[src/rtl/gpu_regb_arb.sv]
// gpu_regb_arb: port-B arbiter for the 64x32 GPU register file.
// Multiplexes ALU write-back, queued load write-back and host register
// access onto the single B port. It also tracks a pending-load scoreboard
// that the issue logic uses to stall on registers with outstanding loads.
module gpu_regb_arb #(
    parameter int AW       = 6,
    parameter int DW       = 32,
    parameter int LQ_DEPTH = 2
) (
    input  logic          sys_clk,
    input  logic          rst,
    // ALU write-back, always accepted
    input  logic          alu_we,
    input  logic [AW-1:0] alu_reg,
    input  logic [DW-1:0] alu_data,
    // load return
    input  logic          ld_valid,
    input  logic [AW-1:0] ld_reg,
    input  logic [DW-1:0] ld_data,
    output logic          ld_ready,
    // load issue / scoreboard
    input  logic          ld_issue,
    input  logic [AW-1:0] ld_issue_reg,
    input  logic [AW-1:0] sb_query_reg,
    output logic          sb_busy,
    // host access
    input  logic          host_req,
    input  logic          host_we,
    input  logic [AW-1:0] host_reg,
    input  logic [DW-1:0] host_wdata,
    output logic          host_ack,
    output logic [DW-1:0] host_rdata,
    // register file port B
    output logic          ram_clkb,
    output logic          ram_nweb,
    output logic [AW-1:0] ram_ab,
    output logic [DW-1:0] ram_db,
    input  logic [DW-1:0] ram_qb
);

    localparam int NREG = 1 << AW;
    localparam int PW   = (LQ_DEPTH > 1) ? $clog2(LQ_DEPTH) : 1;
    localparam int CW   = $clog2(LQ_DEPTH + 1);

    typedef enum logic [1:0] {
        G_NONE,
        G_ALU,
        G_LOAD,
        G_HOST
    } grant_t;

    typedef enum logic [1:0] {
        H_IDLE,
        H_RDLAT,
        H_ACK
    } hstate_t;

    // ------------------------------------------------------------------
    // Load write-back queue
    // ------------------------------------------------------------------
    logic [AW-1:0] r_lq_reg  [LQ_DEPTH];
    logic [DW-1:0] r_lq_data [LQ_DEPTH];
    logic [PW-1:0] r_wr_ptr;
    logic [PW-1:0] r_rd_ptr;
    logic [CW-1:0] r_count;

    logic [PW-1:0] w_wr_ptr_next;
    logic [PW-1:0] w_rd_ptr_next;
    logic          w_lq_nempty;
    logic          w_push;
    logic          w_pop;
    logic [AW-1:0] w_head_reg;
    logic [DW-1:0] w_head_data;

    // ------------------------------------------------------------------
    // Host side and grant
    // ------------------------------------------------------------------
    hstate_t       r_hstate;
    logic          r_host_ack;
    logic [DW-1:0] r_host_rdata;
    logic [1:0]    r_host_age;
    logic          w_host_elig;
    grant_t        w_grant;

    // ------------------------------------------------------------------
    // Scoreboard
    // ------------------------------------------------------------------
    logic [NREG-1:0] r_pending;
    logic [NREG-1:0] w_set_mask;
    logic [NREG-1:0] w_clr_mask;

    // Full queue refuses new loads even if the head drains this cycle; this
    // keeps ld_ready a pure function of registered state.
    assign ld_ready    = (r_count != CW'(LQ_DEPTH));
    assign w_lq_nempty = (r_count != '0);
    assign w_push      = ld_valid & ld_ready;
    assign w_pop       = (w_grant == G_LOAD);
    assign w_head_reg  = r_lq_reg[r_rd_ptr];
    assign w_head_data = r_lq_data[r_rd_ptr];

    assign w_wr_ptr_next = (r_wr_ptr == PW'(LQ_DEPTH - 1)) ? '0 : r_wr_ptr + PW'(1);
    assign w_rd_ptr_next = (r_rd_ptr == PW'(LQ_DEPTH - 1)) ? '0 : r_rd_ptr + PW'(1);

    assign w_host_elig = host_req & (r_hstate == H_IDLE);

    // Fixed-priority grant; the starved host jumps ahead of the load queue.
    // Reset also suppresses every grant so the port is quiet while rst is high.
    always_comb begin
        w_grant = G_NONE;
        if (!rst) begin
            if (alu_we)
                w_grant = G_ALU;
            else if (w_host_elig && (r_host_age == 2'd3))
                w_grant = G_HOST;
            else if (w_lq_nempty)
                w_grant = G_LOAD;
            else if (w_host_elig)
                w_grant = G_HOST;
        end
    end

    // Drive port B from whichever requester won this cycle.
    always_comb begin
        ram_clkb = 1'b0;
        ram_nweb = 1'b1;
        ram_ab   = '0;
        ram_db   = '0;
        case (w_grant)
            G_ALU: begin
                ram_clkb = 1'b1;
                ram_nweb = 1'b0;
                ram_ab   = alu_reg;
                ram_db   = alu_data;
            end
            G_LOAD: begin
                ram_clkb = 1'b1;
                ram_nweb = 1'b0;
                ram_ab   = w_head_reg;
                ram_db   = w_head_data;
            end
            G_HOST: begin
                ram_clkb = 1'b1;
                ram_nweb = ~host_we;
                ram_ab   = host_reg;
                ram_db   = host_we ? host_wdata : '0;
            end
            default: ;
        endcase
    end

    // Queue payload storage; no reset needed, validity lives in r_count.
    always_ff @(posedge sys_clk) begin
        if (w_push) begin
            r_lq_reg[r_wr_ptr]  <= ld_reg;
            r_lq_data[r_wr_ptr] <= ld_data;
        end
    end

    // Queue pointers and occupancy; reset discards any queued loads.
    always_ff @(posedge sys_clk or posedge rst) begin
        if (rst) begin
            r_wr_ptr <= '0;
            r_rd_ptr <= '0;
            r_count  <= '0;
        end else begin
            if (w_push)
                r_wr_ptr <= w_wr_ptr_next;
            if (w_pop)
                r_rd_ptr <= w_rd_ptr_next;
            case ({w_push, w_pop})
                2'b10:   r_count <= r_count + CW'(1);
                2'b01:   r_count <= r_count - CW'(1);
                default: ;
            endcase
        end
    end

    // One-hot set/clear masks per register for the scoreboard update.
    generate
        for (genvar gi = 0; gi < NREG; gi++) begin : g_sb_mask
            assign w_set_mask[gi] = ld_issue & (ld_issue_reg == AW'(gi));
            assign w_clr_mask[gi] = w_pop & (w_head_reg == AW'(gi));
        end
    endgenerate

    // Pending-load vector; a same-cycle issue beats the clearing write-back.
    always_ff @(posedge sys_clk or posedge rst) begin
        if (rst)
            r_pending <= '0;
        else
            r_pending <= (r_pending & ~w_clr_mask) | w_set_mask;
    end

    assign sb_busy = r_pending[sb_query_reg];

    // Host transaction FSM with registered ack and read data.
    always_ff @(posedge sys_clk or posedge rst) begin
        if (rst) begin
            r_hstate     <= H_IDLE;
            r_host_ack   <= 1'b0;
            r_host_rdata <= '0;
        end else begin
            r_host_ack <= 1'b0;
            case (r_hstate)
                H_IDLE: begin
                    if (w_grant == G_HOST) begin
                        if (host_we) begin
                            r_hstate   <= H_ACK;
                            r_host_ack <= 1'b1;
                        end else begin
                            r_hstate <= H_RDLAT;
                        end
                    end
                end
                H_RDLAT: begin
                    // RAM read data is valid the cycle after the read grant.
                    r_host_rdata <= ram_qb;
                    r_hstate     <= H_ACK;
                    r_host_ack   <= 1'b1;
                end
                H_ACK: begin
                    r_hstate <= H_IDLE;
                end
                default: begin
                    r_hstate <= H_IDLE;
                end
            endcase
        end
    end

    // Starvation counter: only losses to the load queue age the host.
    always_ff @(posedge sys_clk or posedge rst) begin
        if (rst)
            r_host_age <= 2'd0;
        else if (!host_req || (w_grant == G_HOST))
            r_host_age <= 2'd0;
        else if (w_host_elig && (w_grant == G_LOAD) && (r_host_age != 2'd3))
            r_host_age <= r_host_age + 2'd1;
    end

    assign host_ack   = r_host_ack;
    assign host_rdata = r_host_rdata;

endmodule

[config.mk]
export PLATFORM = sky130hd
export DESIGN_NAME = gpu_regb_arb
export DESIGN_NICKNAME = d
export VERILOG_FILES = /design/src/rtl/gpu_regb_arb.sv
export SDC_FILE = /design/constraint.sdc
export NUM_CORES = 1
export LEC_CHECK = 0
export BUFFER_PORTS_ARGS = -buffer_cell sky130_fd_sc_hd__buf_2
export CORE_MARGIN = 2
export CORE_UTILIZATION = 30
export DETAILED_ROUTE_END_ITERATION = 7
export PLACE_DENSITY_LB_ADDON = 0.08
export SLEW_MARGIN = 20
export SYNTH_ARGS = -nofsm -noshare
export SYNTH_HDL_FRONTEND = slang
export SYNTH_SLANG_ARGS = --single-unit
[constraint.sdc]
create_clock -name sys_clk -period 7.96 [get_ports sys_clk]
set_input_delay 2.388 -clock sys_clk [delete_from_list [all_inputs] [get_ports sys_clk]]
set_output_delay 2.388 -clock sys_clk [all_outputs]
set_load 0.01 [all_outputs]
; ---- Word level (Yosys, flattened, before mapping)
; Memories as Yosys holds them, arrays and structs flattened.
; Cells that the tools add are included.
[word_totals]
reg_bits = 105
latchBits = 0
n_memories = 2
output_inout_bits = 75
ramBits = 76
inputBits = 165
romBits = 0
[op_classes]
n_addsub = 5
div = 0
shifts = 0
n_reduce_logical = 13
n_mul = 0
muxes = 25
n_lt_le_gt_ge = 1
eq_ne = 136
bitwise_logic = 134
[mem_list]
columns = name, depth, word_bits, read_ports, rd_clocked_by_memory_dff, write_ports, line
row1 = r_lq_data, 2, 32, 1, 0, 1, 62  ; logic [DW-1:0] r_lq_data [LQ_DEPTH];
row2 = r_lq_reg, 2, 6, 1, 0, 1, 61  ; logic [AW-1:0] r_lq_reg [LQ_DEPTH];
[op_table]
columns = op, count
row1 = $eq 6x6->1 const B, 64
row2 = $eq 6x5->1 const B, 32
row3 = $and 1x1->1, 130
row4 = $eq 6x4->1 const B, 16
row5 = $pmux 32 s3, 1
row6 = $and 64x64->64, 1
row7 = $not 64->64, 1
row8 = $or 64x64->64, 1
row9 = $eq 6x3->1 const B, 8
row10 = $mux 32, 1
row11 = $eq 6x2->1 const B, 4
row12 = $mux 2, 9
row13 = $pmux 6 s3, 1
row14 = $eq 6x1->1 const B, 2
row15 = $logic_not 6->1, 2
row16 = $eq 2x2->1 const B, 4
row17 = $mux 1, 8
row18 = $pmux 2 s2, 2
row19 = $lt 6x7->1 const B, 1
row20 = $bmux 1 s6, 1
row21 = $eq 2x1->1 const B, 3
row22 = $reduce_bool 2->1, 3
row23 = $add 2x1->2 const B, 2
row24 = $ne 2x2->1 const B, 2
row25 = other kinds (11), 15

; ---- Logic depth before layout (Yosys ltp)
[depth]
depth_word = 12
depth_mapped = 7
ltp_nobuf = 7

; ---- Worst setup path before layout
; OpenSTA, ideal clock, no wires.
[synth_path]
path_kind = input port to output port
start = in host_req
end = out ram_db[0]
setup_slack_ps = 1787
path_buffers = 2
stages = 7
t_arrival_ps = 3785
cell_sequence = nor3b_1 nand2_1 nor2_1 and2_1 buf_2 buf_2 a221o_1
[synth_between]
elab_chain_len = 8
[synth_lines]
columns = element, line
row1 = start: declaration, 27  ; input logic host_req,
row2 = $and 1x1->1 *, 104  ; assign w_host_elig = host_req & (r_hstate == H_IDLE);
row3 = $mux 2, 117  ; else if (w_host_elig)
row4 = $mux 2, 115  ; else if (w_lq_nempty)
row5 = $mux 2 *, 113  ; else if (w_host_elig && (r_host_age == 2'd3))
row6 = $mux 2 *, 111  ; if (alu_we)
row7 = $mux 2 *, 110  ; if (!rst) begin
row8 = $eq 2x2->1 or $eq 2x1->1 (tied branches), 128  ; case (w_grant)
row9 = $pmux 32 s3 *, 128
row10 = end: declaration, 37  ; output logic [DW-1:0] ram_db,
; Mark *: on every way between the ends. The rest lies on a longest branch, timed or not.

; ---- Worst setup path after layout
[layout_path]
start = in sb_query_reg[0]
end = out sb_busy
[layout_between]
elab_chain_len = 2
[layout_lines]
columns = element, line
row1 = start: declaration, 24  ; input logic [AW-1:0] sb_query_reg,
row2 = $bmux 1 s6, 194  ; assign sb_busy = r_pending[sb_query_reg];
row3 = $mux 1 (not written as such), 194
row4 = end: declaration, 25  ; output logic sb_busy,
; No other way between the ends. The select of a mux whose other input is x is not followed.

==> results.md <==
* Synth-to-Final Area Change at 26.37%
* Total Routing Usage GR at 0.1662
* GRT overflow at 0
* Routability cong. at 0.8454
* Clock Tree Root: clkbuf_16
* Synth Instances at 633
* Clk slew on worst S/H paths at 0.08 ns
* Compound-cell area share of the yosys netlist at 0.1411
* Peak Freq at 0.1494 GHz
* Synth Area in Adders at 0.003123
* Placed cells at 1179
* Multiplexer share of the synthesized area at 0.1429
* Status: complete, but fails checks
* Ys flop type: dfrtp_1
* CP Cell Sequence: buf_2, mux4_2, o211ai_1, o31ai_1, nor3_1, nor3_1, buf_2
* DP HPWL at 16320 microns
* Synth top area share at 0.3279
* Register area share after synthesis at 0.6126
* Synthesized area at 8014 sq um
* Worst setup path category: input port to output port
* Starting Density at 0.3067
* Post-Syn Nets at 800
* Clock Skew at 0.01494 ns
* Clk Latency, worst-skew pair at 0.43 ns
* Maximum vdd drop at 0.1232 mV
* Initial antenna violation count at 2
* FFs w/ async S/R, synth at 0.5801
* CTS sink count at 181
* Syn Area/Cell at 12.66 sq um
* Pwr dens at 309.5 nW/um^2
* Die X at 167.4 microns
* CTS tree: built
* Layout fillers at 2610
* Die H at 167.4 microns
* Drt pass-1 iters at 8
* # setup viols final at 0
* I/O pins at 240
* Reg2Reg Launch Point: r_host_age[0]
* Row count at 59
* Final Hold Vio Count at 0
* Hold depth at 2
* Starting DRC count in detailed routing at 312
* Ys Warns at 0
* Worst hold start: r_pending[27]
* Post-synth top area cell: dfrtp_1
* Vias/cell at 5.037
* #FFs+latches synth at 181
* Max Slew Vio Count at 0
* First-pass GRT wire length at 36230 microns
* Number of max-cap violations at 0
* CP Buf/Inv Count at 2
* Max H-tree Level at 4
* Vias in the first global route at 6643
* Die ar. at 28040 sq um
* Cell family with most CP delay: buffers and inverters
* Failing checks: DRC
* Wirelength, routed at 22960 microns
* Fin nets at 1030
* Post-Layout Cell Count at 1212
* Largest family of logic cells by synthesized area: multiplexers
* Post-synthesis simple-gate area fraction at 0.07260
* WP data required at 5.57 ns
* Count of input and output buffers at 239
* DRT antenna net count at 0
* Leak Pwr at 4.378 nW
* Hold Path Class: flop to flop
* R2R Setup Slk at 5.05 ns
* Slew @ Worst Pin at 0.9596 ns
* Remaining DRCs at 14
* Xor and xnor area share after synthesis at 0.005464
* Yosys cell types at 42
* Largest net degree at the start of global routing at 73
* Post-layout min period at 6.694 ns
* Avg WL per Cell at 18.94 microns
* Unrepaired setup endpoints after global routing: no
* Synth area leaders: dfrtp_1 33%, edfxtp_1 28%, mux2_2 5.5%
* CTS resizes at 0
* Max-slew headroom at 0.3603
* Worst R2R Path Depth at 6
* Core area at 26130 sq um
* CP Capture Type: output port
* Cts hold-fix bufs at 0
* Slowest CP cell: mux4_2
* Post-synth EDFFs at 76
* Worst path arrival time at 4.31 ns
* Worst-path maximum fanout at 20
* Detailed-route via count at 6105
* Final period util at 0.8410
* CP Launch Type: input port
* Hold Path End: r_pending[27]
* Share of layout cells above drive strength 1 at 0.3893
* Crit path largest cell delay at 0.64 ns
* CP Depth at 7
* TritonCTS Buffers at 17
* Final TNS setup at 0 ns
* R2r endpoint: r_pending[52]
* # Post-CTS Setup Buffers at 0
* CTS Buffer Depth at 2
==> layout by cell type, fill, tap and decap left out, types with 2 or more instances in the layout <==
cell type and n:
buf_4 7, nor2_1 52, buf_2 239, inv_1 2, xnor2_1 4, ha_1 2, edfxtp_1 76, clkbuf_16 17
a211oi_1 2, nand3b_1 2, dfrtp_1 104, nor3_1 5, mux2_2 39, clkinv_8 3, inv_6 5, o21ai_0 77
nand2b_1 3, inv_8 4, or2_2 2, or3_1 2, nand3_1 15, o21ai_1 59, mux4_2 14, a221o_1 32
nand2_1 32, nor2b_1 8, a22oi_1 7, mux2i_1 39
==> per-layer routing <==
metal,global-route usage,vias to the layer above,part of all wire
met3,0.03687,20,0.064
met4,0.04688,2,0.011
met1,0.2110,2989,0.42
met2,0.2863,233,0.51
li1,-,2861,-
met5,0,-,0.00030
==> cells in the mapped netlist (2+ instances only) <==
master	count
nor2_1	53
nand2b_1	3
mux2i_1	39
a221o_1	32
dfrtp_1	105
xnor2_1	4
clkbuf_1	16
ha_1	2
buf_6	2
nor3_1	5
o21ai_1	59
o21ai_0	77
nor2b_1	10
buf_2	10
a22oi_1	7
buf_1	6
inv_1	3
mux2_2	39
edfxtp_1	76
or3_1	2
mux4_2	14
a211oi_1	2
nand3b_1	2
nand3_1	15
nand2_1	32
or2_2	2
==> cell type report <==
type | instances | area [sq um] | area share
well taps | 335 | 419.2 | 0.04139
clock inverters | 15 | 156.4 | 0.01544
flip-flops and latches | 181 | 4911 | 0.4849
inverters | 4 | 17.52 | 0.001730
multi-input cells | 413 | 2947 | 0.2910
repair buffers | 246 | 1249 | 0.1233
diodes | 1 | 2.502 | 0.0002471
clock buffers | 17 | 425.4 | 0.04201
==> power by group <==
part	switching, W	internal (W)
sequential	0.000128	0.00127
clock	0.000404	0.000421
combinational	0.000517	0.000400
total	0.00105	0.00209
==> worst reg2reg max path, cell delays in order (launching register included) <==
cell	delay [ns]
dfrtp_1	0.41
ha_1	0.25
a2111o_2	0.71
inv_2	0.20
nand3_1	0.66
o21ai_0	0.39
o21ai_0	0.14
==> how the worst max path moves through the flow <==
stage / startpoint / endpoint
finish: sb_query_reg[0] / sb_busy
global route: sb_query_reg[0] / sb_busy
CTS: host_req / ram_db[20]
detailed placement: host_req / ram_db[20]
global placement: host_req / ram_db[31]
floorplan: host_req / ram_db[0]
==> per-stage QoR <==
stage	utilization	instance area [sq um]	total power, W	setup WS, ns	hold slack [ns]
global placement	0.3651	9542	0.002318	1.023	0.4688
floorplan	-	8014	0.001979	1.787	0.4535
CTS	0.3874	10120	0.003188	0.9116	0.4970
finish	0.3875	10130	0.003134	1.266	0.4978
detailed placement	0.3651	9542	0.002347	0.9053	0.4791
global route	0.3874	10120	0.003334	1.088	0.5123
==> kinds of logic (layout without fill, tap and decap cells) <==
group,after synthesis,count (layout)
AOI/OAI and AO/OA,184,184
xor gates and xnor gates,5,5
adders and majority gates,2,2
buffers and inverters,39,282
DFF,181,181
muxes,92,92
other,0,1
and+or+nand+nor,130,130
Power figures use the tool's default switching activity.
